--- src/rtl/mux4.sv ---
// Registered 4-to-1 word multiplexer for MIPS operand and write-back select paths.
// One clock of latency from control/data sample to ou; synchronous active-low reset.
module mux4 #(
    parameter int unsigned           WIDTH     = 32,
    parameter logic [WIDTH-1:0]      RESET_VAL = '0
) (
    input  logic             clk,
    input  logic             rst_n,
    input  logic [1:0]       control,
    input  logic [WIDTH-1:0] A,
    input  logic [WIDTH-1:0] B,
    input  logic [WIDTH-1:0] C,
    input  logic [WIDTH-1:0] D,
    output logic [WIDTH-1:0] ou
);

    // An X/Z select falls into the default leg so simulation shows all-X rather than a
    // silently chosen input; synthesis is free to treat the case as full.
    always_ff @(posedge clk) begin
        if (!rst_n) begin
            ou <= RESET_VAL;
        end else begin
            case (control)
                2'b00:   ou <= A;
                2'b01:   ou <= B;
                2'b10:   ou <= C;
                2'b11:   ou <= D;
                default: ou <= 'x;
            endcase
        end
    end

endmodule

--- config.mk ---
export PLATFORM = sky130hd
export DESIGN_NAME = mux4
export DESIGN_NICKNAME = d
export VERILOG_FILES = /design/src/rtl/mux4.sv
export SDC_FILE = /design/constraint.sdc
export NUM_CORES = 1
export LEC_CHECK = 0
export BUFFER_PORTS_ARGS = -buffer_cell sky130_fd_sc_hd__buf_2
export CAP_MARGIN = 20
export CELL_PAD_IN_SITES_DETAIL_PLACEMENT = 1
export CELL_PAD_IN_SITES_GLOBAL_PLACEMENT = 1
export CORE_ASPECT_RATIO = 1.1
export CORE_MARGIN = 4
export CORE_UTILIZATION = 22
export DETAILED_ROUTE_END_ITERATION = 8
export PLACE_DENSITY = 0.84
export SYNTH_ARGS = -nofsm -noshare
export SYNTH_HDL_FRONTEND = slang
export SYNTH_SLANG_ARGS = --single-unit
--- constraint.sdc ---
create_clock -name clk -period 0.9 [get_ports clk]
set_clock_uncertainty 0.15 [all_clocks]
set_input_delay 0.045 -clock clk [delete_from_list [all_inputs] [get_ports clk]]
set_output_delay 0.045 -clock clk [all_outputs]
set_load 0.005 [all_outputs]
# After elaboration in Yosys (flattened, before gate mapping)
# Index checks and enable logic that the tools add are counted.
dict set report totals {
  ff_bits 32
  output_inout_bits 32
}
dict set report classes {
  eq_ne 3
  n_reduce_logical 1
  muxes 1
}
# op n
set op_table {}
lappend op_table {{one-hot mux 32 bit (4 select lines)} 1}
lappend op_table {{equality test 2 bit (second input constant)} 2}
lappend op_table {{equality test 2 x 1 -> 1 bit (second input constant)} 1}
lappend op_table {{logical NOT 2 bit} 1}

# Longest topological paths before layout
dict set report logic_depth {
  ltp_word 2
  depth_mapped 4
}

# Least setup slack after synthesis
# Ideal clock, no wire load.
dict set report synth_path {
  path_type {input-to-reg}
  start {in control[1]}
  end {reg ou[0]}
  cell_stages 4
  arrival_ns 0.623
  slack_ns -0.007
  t_required_ns 0.616
  cell_sequence {buf_6 -> buf_8 -> mux2i_1 -> o22ai_1}
}
dict set report synth_between {
  elab_chain_cells 2
  word_cells_on_any_way 5
  cone_classes {eq/ne (3); mux (1); reduce/logical (1)}
}
# element line
set synth_rtl {}
lappend synth_rtl {{start: declaration} 9} ;# input logic [1:0] control,
lappend synth_rtl {{equality test 2 bit (tied with other cells)} 23} ;# case (control)
lappend synth_rtl {{one-hot mux 32 bit (4 select lines) *} 23}
lappend synth_rtl {{end signal: assignment} 24} ;# 2'b00: ou <= A;
lappend synth_rtl {{end signal: assignment} 25} ;# 2'b01: ou <= B;
lappend synth_rtl {{end signal: assignment} 26} ;# 2'b10: ou <= C;
lappend synth_rtl {{end: declaration} 14} ;# output logic [WIDTH-1:0] ou
# Mark *: on every way between the ends. The rest lies on a longest branch, timed or not.
# A chain may end at the register's enable or synchronous reset.

# Worst setup path in the final report
dict set report layout_path {
  start {reg ou[17]}
  end {out ou[17]}
}
# element line
set layout_lines {}
lappend layout_lines {{start signal: assignment} 21} ;# ou <= RESET_VAL;
lappend layout_lines {{start signal: assignment} 24}
lappend layout_lines {{start signal: assignment} 25}
# No word-level cell between the ends.

==> results.sh <==
export IMPL_status="complete, but fails checks"
export IMPL_violations="negative hold slack, negative setup slack"
export IMPL_synth_cell_types=10
export IMPL_antenna_found_initial=0
export IMPL_min_to="ou[25]"
export IMPL_worst_pin_slew_ps=393.4
export IMPL_worst_slack_ps=-8.603
export IMPL_port_buffers=163
export IMPL_routed_wl_um=7636
export IMPL_synthFlopType="dfxtp_1"
export IMPL_post_route_util=0.4441
export IMPL_hold_violations=22
export IMPL_async_reset_ff_frac=0
export IMPL_hold_depth=3
export IMPL_swShare=0.2592
export IMPL_yosys_register_bits=32
export IMPL_slew_headroom=0.7378
export IMPL_cap_violations=0
export IMPL_cts_buffers_inserted=5
export IMPL_yosys_area_top_type="dfxtp_1"
export IMPL_place_gp_congestion=0.7461
export IMPL_timing_fmax_ghz=1.101
export IMPL_synth_net_count=275
export IMPL_largest_register_ffs=32
export IMPL_placed_area_mm2=0.002519
export IMPL_path_clk_slew_ps=70
export IMPL_cp_depth=1
export IMPL_vias_per_cell=4.576
export IMPL_synth_most_common_cell="mux2i_1"
export IMPL_crit_slowest_cell="dfxtp_2"
export IMPL_synth_edf_count=0
export IMPL_stdcell_count=425
export IMPL_grt_pass1_wl_um=11730
export IMPL_synth_cells=143
export IMPL_ant_nets=0
export IMPL_maxSlewViolCount=0
export IMPL_netlist_top_cells_count="64 x mux2i_1, 32 x dfxtp_1, 32 x o22ai_1"
export IMPL_setup_viol=6
export IMPL_n_fill_cell=823
export IMPL_drc_errors=0
export IMPL_cp_end_kind="output port"
export IMPL_top_register="ou"
export IMPL_largestRegisters="ou (32)"
export IMPL_yosysWarnings=0
export IMPL_die_area_mm2=0.009015
export IMPL_syn_cell_area_mm2=0.001663
export IMPL_initial_core_util=0.2320
export IMPL_drt_wirelength_per_cell_um=17.97
export IMPL_htreeDepth=2
export IMPL_cp_required_ps=700
export IMPL_post_cts_buffers=0
export IMPL_rsz0062_at_grt="true"
export IMPL_ir_drop_uv=535.8
export IMPL_die_w_um=90.90
export IMPL_p_leak_nw=1.872
export IMPL_cp_start_kind="register"
export IMPL_p_clk_frac=0.303
export IMPL_area_growth_pct=91.42
export IMPL_arrival_ps=710
export IMPL_cts_sinks=32
export IMPL_dr_pass1_iters=2
export IMPL_p_per_area_mw_per_mm2=1204
export IMPL_grt_overflow=0
export IMPL_grtUsageTotal=0.1661
export IMPL_fin_tns_setup_ps=-19.48
export IMPL_finalCriticalPeriod_ps=908.6
export IMPL_cts_tree="built"
export IMPL_power_switching_w=0.0009932
export IMPL_fin_nets=471
export IMPL_min_path_type="input pin to register"
export IMPL_core_mm2=0.007167
export IMPL_combPwrFrac=0.285
export IMPL_die_y_um=99.18
export IMPL_cpPeakStageDelay_ps=320
export IMPL_worstHoldStart="B[25]"
export IMPL_synth_top_area_frac=0.3853
export IMPL_hpwl_um=4924
export IMPL_p_int_w=0.002838
export IMPL_min_period_over_period=1.010
export IMPL_grt_pass1_vias=2374
export IMPL_cts_buffer_depth=2
export IMPL_design_area_mm2=0.003183
export IMPL_drt_iter0_markers=31
export IMPL_yosys_top_cells_area="dfxtp_1 39%, mux2i_1 39%, o22ai_1 12%"
export IMPL_place_inst=386
export IMPL_sequentialPowerShare=0.412
export IMPL_critical_path_top_delay_family="flip-flops"
export IMPL_path_buf_inv=1
export IMPL_num_vias=1945
export IMPL_path_cells="buf_6"
export IMPL_row_count=32
export IMPL_grt_max_degree=33
export IMPL_pre_cts_ws_ps=-219.0
export IMPL_synth_avg_cell_area_um2=11.63
export IMPL_yosysSeqAreaShare=0.3853
export IMPL_drive_gt1_frac=0.5088
export IMPL_crit_type="register to output port"
export IMPL_ioPinCount=164
export IMPL_n_antenna_cell=0
export IMPL_whs_ps=-90.42
export IMPL_worstPathMaxFanout=1
export IMPL_clockRootBuffer="clkbuf_8"
## stage by stage
step,hold slack [ps],power (W)
2_1_floorplan,65.24,0.002025
3_3_place_gp,155.2,0.002435
3_5_place_dp,180.1,0.002467
4_1_cts,-105.2,0.003842
5_1_grt,-91.56,0.004071
6_report,-90.42,0.003831
## area by class of cell
class                   count  area (um2)  share of cell area
well taps                  85       106.4             0.03341
clock inverters             2       10.01            0.003145
multi-input cells          98       855.8              0.2689
clock buffers               6       82.58             0.02594
flip-flops and latches     32       658.1              0.2068
repair buffers            202        1470              0.4619
## tightest hold or removal path, delay by kind of cell
| kind | cells | cell delay [ps] |
|---|---|---|
| buf+inv | 1 | 70 |
| compound gates | 1 | 120 |
| mux | 1 | 60 |
## cell usage in the layout, fill, tap and decap left out
cell type,count
or2b_4,1
nand2_1,1
o22ai_1,32
dfxtp_2,14
clkinv_2,2
buf_12,3
dlygate4sd3_1,24
clkbuf_8,6
buf_2,130
mux2i_1,64
buf_4,6
dlymetal6s4s_1,28
dfxtp_1,18
buf_6,11
## power by group through the flow
stage / Clock (W) / Combinational [W] / Sequential [W]
after floorplan: 0 / 0.000414 / 0.00161
after global placement: 0 / 0.000849 / 0.00159
final: 0.00116 / 0.00109 / 0.00158
after global routing: 0.00129 / 0.00119 / 0.00159
after detailed placement: 0 / 0.000877 / 0.00159
after CTS: 0.00122 / 0.00106 / 0.00156
## worst max-delay path by stage
stage / from / endpoint / slack (ps)
final: ou[17] / ou[17] / -9
after global routing: ou[12] / ou[12] / -50
after CTS: ou[2] / ou[2] / -20
after detailed placement: control[1] / ou[7] / -220
after global placement: control[1] / ou[11] / -160
after floorplan: control[1] / ou[0] / 20
## per-layer routing
metal,track usage,part of all wire,vias up
met5,0,0,-
met4,0.07077,0.032,0
met3,0.04690,0.074,19
met2,0.3406,0.59,111
met1,0.1495,0.31,878
li1,-,-,937
## logic make-up (layout without fill, tap and decap cells)
group	Yosys count	in the layout	share of synthesized area
mux	64	64	0.3852
compound gates	32	32	0.1204
simple gates	2	2	0.009027
flops	32	32	0.3852
buf+inv	13	210	0.1001
## repair_timing
action	in CTS	in global routing
endpoints found under the setup margin	29	48
hold endpoints to repair	32	23
pin swaps	0	15
resized for setup	4	49
hold buffers	51	1
No activity file was read; power rests on OpenSTA's default activity.
